## config.mk

```make
export PLATFORM = sky130hd
export DESIGN_NAME = stopwatch_ctrl_flat
export DESIGN_NICKNAME = d
export VERILOG_FILES = /design/src/rtl/stopwatch_ctrl_if.sv /design/src/rtl/stopwatch_ctrl.sv /design/src/flat_wrapper.sv
export SDC_FILE = /design/constraint.sdc
export NUM_CORES = 1
export LEC_CHECK = 0
export BUFFER_PORTS_ARGS = -buffer_cell sky130_fd_sc_hd__buf_2
export CAP_MARGIN = 20
export CORE_MARGIN = 2
export CORE_UTILIZATION = 53
export CTS_BUF_LIST = sky130_fd_sc_hd__clkbuf_16
export DETAILED_ROUTE_END_ITERATION = 8
export GPL_TIMING_DRIVEN = 1
export PLACE_DENSITY = 0.82
export SLEW_MARGIN = 20
export SYNTH_ARGS = -nofsm -noshare
export SYNTH_HDL_FRONTEND = slang
export SYNTH_SLANG_ARGS = --single-unit
```

## constraint.sdc

```tcl
create_clock -name clk -period 1.7 [get_ports clk]
set_clock_uncertainty 0.05 [all_clocks]
set_input_delay 0.085 -clock clk [delete_from_list [all_inputs] [get_ports clk]]
set_output_delay 0.085 -clock clk [all_outputs]
set_load 0.02 [all_outputs]
```

## src/rtl/stopwatch_ctrl_if.sv

```systemverilog
// Signal bundle between the stopwatch sequencer and its buttons / digit chain.
// STOPWATCH_LAP_EN adds the lap button and display-freeze signals.
interface stopwatch_ctrl_if;
  logic btn_ss;
  logic btn_clr;
  logic mode_up;
  logic at_zero;
  logic start;
  logic ups;
  logic clr;
  logic running;
  logic done;
`ifdef STOPWATCH_LAP_EN
  logic btn_lap;
  logic freeze;

  modport master (
    input  btn_ss, btn_clr, mode_up, at_zero, btn_lap,
    output start, ups, clr, running, done, freeze
  );

  modport slave (
    output btn_ss, btn_clr, mode_up, at_zero, btn_lap,
    input  start, ups, clr, running, done, freeze
  );
`else
  modport master (
    input  btn_ss, btn_clr, mode_up, at_zero,
    output start, ups, clr, running, done
  );

  modport slave (
    output btn_ss, btn_clr, mode_up, at_zero,
    input  start, ups, clr, running, done
  );
`endif
endinterface

```

## src/rtl/stopwatch_ctrl.sv

```systemverilog
// Run/pause/clear sequencer for the stopwatch digit chain; all outputs registered.
// Optional lap/freeze feature is enabled with STOPWATCH_LAP_EN.
module stopwatch_ctrl #(
  parameter int unsigned TICK_DIV = 50_000_000,
  parameter int unsigned CNT_W    = 26
) (
  input logic             clk,
  input logic             reset,
  stopwatch_ctrl_if.master bus
);

  typedef enum logic [1:0] {StIdle, StRun, StPause, StDone} state_e;

  localparam logic [CNT_W-1:0] PrescMax = CNT_W'(TICK_DIV - 1);

  state_e           r_state, w_state_d;
  logic [CNT_W-1:0] r_presc, w_presc_d;
  logic             r_btn_ss, r_btn_clr;
  logic             r_start, w_start_d;
  logic             r_ups, w_ups_d;
  logic             r_clr, w_clr_d;
  logic             r_running, r_done;
  logic             w_ss_rise, w_clr_rise;

  assign w_ss_rise  = bus.btn_ss & ~r_btn_ss;
  assign w_clr_rise = bus.btn_clr & ~r_btn_clr;

  always_comb begin
    w_state_d = r_state;
    w_presc_d = r_presc;
    w_start_d = 1'b0;
    w_ups_d   = r_ups;
    w_clr_d   = 1'b0;
    case (r_state)
      StIdle: begin
        w_ups_d   = bus.mode_up;
        w_presc_d = '0;
        if (w_clr_rise) begin
          w_clr_d = 1'b1;
        end else if (w_ss_rise && !(!bus.mode_up && bus.at_zero)) begin
          w_state_d = StRun;
        end
      end
      StRun: begin
        if (w_clr_rise) begin
          w_state_d = StIdle;
          w_clr_d   = 1'b1;
          w_presc_d = '0;
        end else if (w_ss_rise) begin
          w_state_d = StPause;
        end else if (!r_ups && bus.at_zero && !r_start) begin
          // Countdown reached zero between ticks: stop before wrapping below zero.
          w_state_d = StDone;
        end else if (r_presc == PrescMax) begin
          w_presc_d = '0;
          w_start_d = 1'b1;
        end else begin
          w_presc_d = r_presc + CNT_W'(1);
        end
      end
      StPause: begin
        if (w_clr_rise) begin
          w_state_d = StIdle;
          w_clr_d   = 1'b1;
          w_presc_d = '0;
        end else if (w_ss_rise) begin
          w_state_d = StRun;
        end
      end
      StDone: begin
        w_presc_d = '0;
        if (w_clr_rise) begin
          w_state_d = StIdle;
          w_clr_d   = 1'b1;
        end else if (w_ss_rise) begin
          w_state_d = StIdle;
        end
      end
      default: begin
        w_state_d = StIdle;
        w_presc_d = '0;
      end
    endcase
  end

  always_ff @(posedge clk or negedge reset) begin
    if (!reset) begin
      r_state   <= StIdle;
      r_presc   <= '0;
      r_btn_ss  <= 1'b0;
      r_btn_clr <= 1'b0;
      r_start   <= 1'b0;
      r_ups     <= 1'b1;
      r_clr     <= 1'b0;
      r_running <= 1'b0;
      r_done    <= 1'b0;
    end else begin
      r_state   <= w_state_d;
      r_presc   <= w_presc_d;
      r_btn_ss  <= bus.btn_ss;
      r_btn_clr <= bus.btn_clr;
      r_start   <= w_start_d;
      r_ups     <= w_ups_d;
      r_clr     <= w_clr_d;
      r_running <= (w_state_d == StRun);
      r_done    <= (w_state_d == StDone);
    end
  end

  assign bus.start   = r_start;
  assign bus.ups     = r_ups;
  assign bus.clr     = r_clr;
  assign bus.running = r_running;
  assign bus.done    = r_done;

`ifdef STOPWATCH_LAP_EN
  logic r_btn_lap;
  logic r_freeze, w_freeze_d;

  always_comb begin
    w_freeze_d = r_freeze;
    if ((bus.btn_lap & ~r_btn_lap) && (r_state == StRun || r_state == StPause)) begin
      w_freeze_d = ~r_freeze;
    end
    if (w_state_d == StIdle) begin
      w_freeze_d = 1'b0;
    end
  end

  always_ff @(posedge clk or negedge reset) begin
    if (!reset) begin
      r_btn_lap <= 1'b0;
      r_freeze  <= 1'b0;
    end else begin
      r_btn_lap <= bus.btn_lap;
      r_freeze  <= w_freeze_d;
    end
  end

  assign bus.freeze = r_freeze;
`endif

endmodule
```

## src/flat_wrapper.sv

```systemverilog
// flat-port wrapper written by rule: the top's interface ports become plain ports
module stopwatch_ctrl_flat 
#(
  parameter int unsigned TICK_DIV = 50_000_000,
  parameter int unsigned CNT_W    = 26
)
  (clk, reset, bus_btn_ss, bus_btn_clr, bus_mode_up, bus_at_zero, bus_start, bus_ups, bus_clr, bus_running, bus_done);
  stopwatch_ctrl_if bus_i ();
  input logic clk;
  input logic reset;
  input wire logic [$bits(bus_i.btn_ss)-1:0] bus_btn_ss;
  input wire logic [$bits(bus_i.btn_clr)-1:0] bus_btn_clr;
  input wire logic [$bits(bus_i.mode_up)-1:0] bus_mode_up;
  input wire logic [$bits(bus_i.at_zero)-1:0] bus_at_zero;
  output wire logic [$bits(bus_i.start)-1:0] bus_start;
  output wire logic [$bits(bus_i.ups)-1:0] bus_ups;
  output wire logic [$bits(bus_i.clr)-1:0] bus_clr;
  output wire logic [$bits(bus_i.running)-1:0] bus_running;
  output wire logic [$bits(bus_i.done)-1:0] bus_done;
  assign bus_i.btn_ss = bus_btn_ss;
  assign bus_i.btn_clr = bus_btn_clr;
  assign bus_i.mode_up = bus_mode_up;
  assign bus_i.at_zero = bus_at_zero;
  assign bus_start = bus_i.start;
  assign bus_ups = bus_i.ups;
  assign bus_clr = bus_i.clr;
  assign bus_running = bus_i.running;
  assign bus_done = bus_i.done;
  stopwatch_ctrl #(.TICK_DIV(TICK_DIV), .CNT_W(CNT_W)) u_core (.clk(clk), .reset(reset), .bus(bus_i));
endmodule
```

# [Word-level counts from Yosys, hierarchy flattened]
# Cells that the tools add are included.
[word_totals] mem_count=0 latch_bits=0 input_bits=6 reg_bits=35 rom_bits=0 word_cells=58 ram_bits=0 out_inout_bits=5
[classes] shifts=0 n_mul=0 magnitude_cmp=0 eq_ne=9 n_mux=23 bitwise=4 n_div=0 n_reduce_logical=12 addsub=1
[op_table] op="two-way mux 26 bit" n=5
[op_table] op="one-hot mux 26 bit (3 select lines)" n=1
[op_table] op="adder 26 x 1 -> 26 bit, second input constant" n=1
[op_table] op="== test 26 bit, second input constant" n=1
[op_table] op="two-way mux 2 bit" n=9
[op_table] op="one-hot mux 2 bit (4 select lines)" n=1
[op_table] op="two-way mux 1 bit" n=7
[op_table] op="== test 2 bit, second input constant" n=3
[op_table] op="== test 2 x 1 -> 1 bit, second input constant" n=2
[op_table] op="logical AND 1 bit" n=4
[op_table] op="zero test 1 bit" n=4
[op_table] op="OR reduction 4 bit" n=1
[op_table] op="!= test 3 x 2 -> 1 bit, second input constant" n=1
[op_table] op="!= test 3 bit, second input constant" n=1
[op_table] op="AND reduction 3 bit" n=1
[op_table] op="bitwise AND 1 bit" n=2
[op_table] op="zero test 2 bit" n=1
[op_table] op="!= test 2 x 1 -> 1 bit, second input constant" n=1
[op_table] op="inverter 1 bit" n=2
[op_table] op="OR reduction 2 bit" n=1

# [Logic depth before layout (Yosys ltp)]
[logic_depth] word_depth=8 ltp_mapped=8 mapped_depth_nobuf=6

# [Least setup slack after synthesis]
# OpenSTA, ideal clock, no wires.
[synth_timing] path_type="register -> register" start="reg u_core.r_start, in the netlist u_core.bus.start" end="reg u_core.r_presc[0]" synth_period_minus_slack_ns=1.912 t_required_ns=1.525 path_buffers=1 setup_time_ns=0.125 arrival_time_ns=1.738 stages_incl_launch_ff=6 slack_ns=-0.212 path_cell_list="dfrtp_1 > or3b_4 > a311oi_2 > buf_4 > nor2_1 > mux2_2"
[synth_via] elab_chain_len=4
[synth_rtl] item="from (decl)" line="stopwatch_ctrl.sv:19" text="logic r_start, w_start_d;"
[synth_rtl] item="from (signal assigned)" line="stopwatch_ctrl.sv:102" text="r_start <= w_start_d;"
[synth_rtl] item="zero test 1 bit" line="stopwatch_ctrl.sv:51" text="end else if (!r_ups && bus.at_zero && !r_start) begin"
[synth_rtl] item="logical AND 1 bit" line="stopwatch_ctrl.sv:51"
[synth_rtl] item="!= test 3 x 2 -> 1 bit (no line)"
[synth_rtl] item="AND reduction 3 bit (no line)"
[synth_rtl] item="to (signal assigned)" line="stopwatch_ctrl.sv:99" text="r_presc <= w_presc_d;"
[synth_rtl] item="to (decl)" line="stopwatch_ctrl.sv:17" text="logic [CNT_W-1:0] r_presc, w_presc_d;"
# No other way between the ends.
# A chain may end at the register's enable or synchronous reset.

# [Worst setup path after layout]
[layout_timing] start="reg u_core.r_start, in the netlist u_core.bus.start" end="reg u_core.r_presc[11]"
# The elaborated chain is that of the path after synthesis.

==> impl_metrics.py <==
metrics = {
    "worst_hold_path": {
        "min_path_type": "input port to flip-flop",
    },
    "critical_path": {
        "worstPathRequired_ps": 1820,
        "cpMaxStageDelayCell": "a311o_2",
        "crit_path_end_kind": "flip-flop",
        "cp_cell_sequence": "or3b_4 > a311o_2 > buf_6 > nand3_1 > xor2_1 > nor2_1",
        "cp_top_family": "simple AND/OR/NAND/NOR gates",
        "start_kind": "flip-flop",
        "critPathKind": "flip-flop to flip-flop",
        "cp_max_fo": 5,
        "slowest_delay_ps": 420,
        "crit_buf_inv": 1,
        "arrival_ps": 2040,
    },
    "detailed_routing": {
        "via_per_inst": 6.48,
        "post_drt_wl_per_cell_um": 19.8,
        "wirelength_mm": 5.34,
        "ant_nets": 0,
        "vias": 1750,
        "drtIter0Drc": 152,
        "dr.pass1.iters": 5,
        "post-route-drc-count": 0,
    },
    "pwr": {
        "p_total_mw": 2.36,
        "ir_drop_mv": 0.914,
        "powerDensity_nw_per_um2": 977,
        "p_leak_nw": 1.04,
    },
    "cells_and_area": {
        "final_util_pct": 77.8,
        "insertedDiodeCount": 0,
        "final_common_cell": "dfrtp_1",
        "drive_gt1_share_pct": 34.1,
        "area_growth_pct": 36.6,
        "most-common-layout-cells": "dfrtp_1 (33), buf_4 (28), nor2_1 (21)",
        "nNetsFinal": 232,
    },
    "floorplanning": {
        "die-width_um": 61.8,
        "initial_utilization_pct": 57.0,
        "dieArea_um2": 3810,
        "die_h_um": 61.8,
        "ios": 11,
        "core_region_area_um2": 3100,
        "num_rows": 20,
    },
    "clock_tree": {
        "cts.sinks": 35,
        "cts_buffers": 5,
        "clock_path_buffers": 2,
        "cts_tree": "done",
        "insertion_delay_ps": 280,
        "cts.htree.levels": 2,
        "cts-root-buf": "clkbuf_16",
        "clk_pin_slew_ps": 60,
    },
    "sta": {
        "layout_min_cycle_time_ps": 1920,
        "max_slew_margin_pct": 48.7,
        "finalSetupViolCount": 27,
        "hold_viol_final": 0,
        "rsz0062_at_grt": "yes",
        "tightest_slew_ps": 769,
        "slew_viol_final": 0,
        "setup-tns-final_ps": -4090,
        "fmax_mhz": 521,
        "period_share_pct": 113,
        "fin_ws_ps": -220,
        "fin_hold_ws_ps": 4.90,
    },
    "synthesis": {
        "yosysSeqAreaShare_pct": 49.6,
        "yosys_warnings": 0,
        "synthesis.area_um2": 1770,
        "syn-instance-count": 177,
        "ys_types": 36,
        "syn-num-nets": 184,
        "ys_seq_elements": 35,
        "syn_area_per_cell_um2": 9.99,
    },
    "global_route": {
        "grt_remaining_overflow": 0,
        "grt.total_usage_pct": 27.9,
        "antenna_found_initial": 0,
        "grt_pass1_vias": 1676,
        "grt_pass1_wl_mm": 7.46,
        "grt_start_max_net_pins": 36,
    },
    "placement": {
        "hpwl_mm": 2.98,
        "gp_congestion": 0.922,
        "portBuffers": 10,
        "pre_cts_ws_ps": -141,
    },
    "status": {
        "violations": "setup timing",
        "outcome": "finished, violations left",
    },
    "run": {
        "max_cap_violations": 0,
    },
}
## synth_stat cells
cell	instances	area share [%]
and4_1	5	2.5
nor2_1	22	4.7
xor2_1	4	2.0
xnor2_1	11	5.4
mux2_2	2	1.3
a22oi_1	1	0.42
and3_1	4	1.4
nand2b_1	2	0.71
a311oi_2	1	0.85
nor3b_1	1	0.42
dfstp_2	1	1.5
nand3_2	1	0.57
dfrtp_1	34	48
a22o_1	4	2.0
buf_6	2	1.3
clkbuf_1	1	0.21
ha_1	1	0.71
o21ai_0	10	2.8
a21oi_1	7	2.0
nand2_1	9	1.9
o31ai_4	1	1.2
buf_2	1	0.28
buf_4	1	0.42
o31ai_1	1	0.42
a311o_1	1	0.57
clkbuf_2	1	0.28
nor4_1	5	1.8
nor3_1	7	2.0
inv_1	1	0.21
and2_1	4	1.4
nor2b_1	6	2.1
or3_1	5	1.8
nand3_1	11	3.1
nor4bb_1	1	0.57
nand4_1	7	2.5
or3b_4	1	0.64
## where the power goes
| part | leakage (nW) | switching, mW | total [mW] | internal, mW |
|---|---|---|---|---|
| logic | 0.484 | 0.252 | 0.458 | 0.206 |
| registers | 0.475 | 0.0202 | 0.884 | 0.863 |
| clock network | 0.0812 | 0.334 | 1.02 | 0.683 |
| total | 1.04 | 0.607 | 2.36 | 1.75 |
## routing by layer
layer  up-vias  routed length [um]  track usage [%]
li1        740                   -                -
met1       849                1910             29.5
met2       122                2650             47.4
met3        39                 450             9.32
met4         0                 330             17.9
met5         -                   0                0
## metrics by stage
step / area, um^2 / cells
global route: 2410 / 270
detailed placement: 2080 / 254
floorplan: 1800 / 177
global placement: 2080 / 254
CTS: 2320 / 267
finish: 2410 / 270
## sequential cells by signal, indices dropped and copies added, names as in the netlist
signal              count
u_core.r_presc         26
u_core.r_state          2
u_core.bus.clr          1
u_core.bus.done         1
u_core.bus.running      1
u_core.bus.start        1
u_core.bus.ups          1
u_core.r_btn_clr        1
u_core.r_btn_ss         1
## logic make-up (layout without fill, tap and decap cells)
| group | count (synthesis) | count (layout) | synth area share [%] |
|---|---|---|---|
| buf+inv | 7 | 56 | 2.69 |
| fa+ha+maj | 1 | 1 | 0.708 |
| compound gates | 26 | 26 | 10.3 |
| flops | 35 | 35 | 49.6 |
| mux | 2 | 2 | 1.27 |
| xor+xnor | 15 | 15 | 7.43 |
| simple gates | 91 | 91 | 28.0 |
## worst paths after layout
kind	from	end	slack (ps)	cells after the start
setup / recovery	u_core.bus.start	u_core.r_presc[11]	-220	6
hold / removal	bus_mode_up	u_core.bus.ups	5	2
setup reg to reg	u_core.bus.start	u_core.r_presc[11]	-220	6
hold reg to reg	u_core.r_presc[6]	u_core.r_presc[6]	460	1
max in group asynchronous	reset	u_core.bus.start	680	2
min in group asynchronous	reset	u_core.r_presc[10]	390	2
## what timing repair did
| action | 4_1_cts | 5_1_grt |
|---|---|---|
| hold endpoints to repair | 36 | 0 |
| buffers inserted | 2 | 3 |
| hold buffers | 3 | 0 |
| setup endpoints to repair | 25 | 27 |
| pin swaps | 4 | 6 |
| resized for setup | 9 | 21 |
## final cells by class
| class | instances | area [um^2] |
|---|---|---|
| tap | 44 | 55.1 |
| sequential | 35 | 878 |
| multi-input combinational | 135 | 943 |
| inverter | 1 | 3.75 |
| clock inverter | 3 | 38.8 |
| fill | 194 | 688 |
| timing repair buffer | 47 | 370 |
| clock buffer | 5 | 125 |
Power figures use the tool's default switching activity.
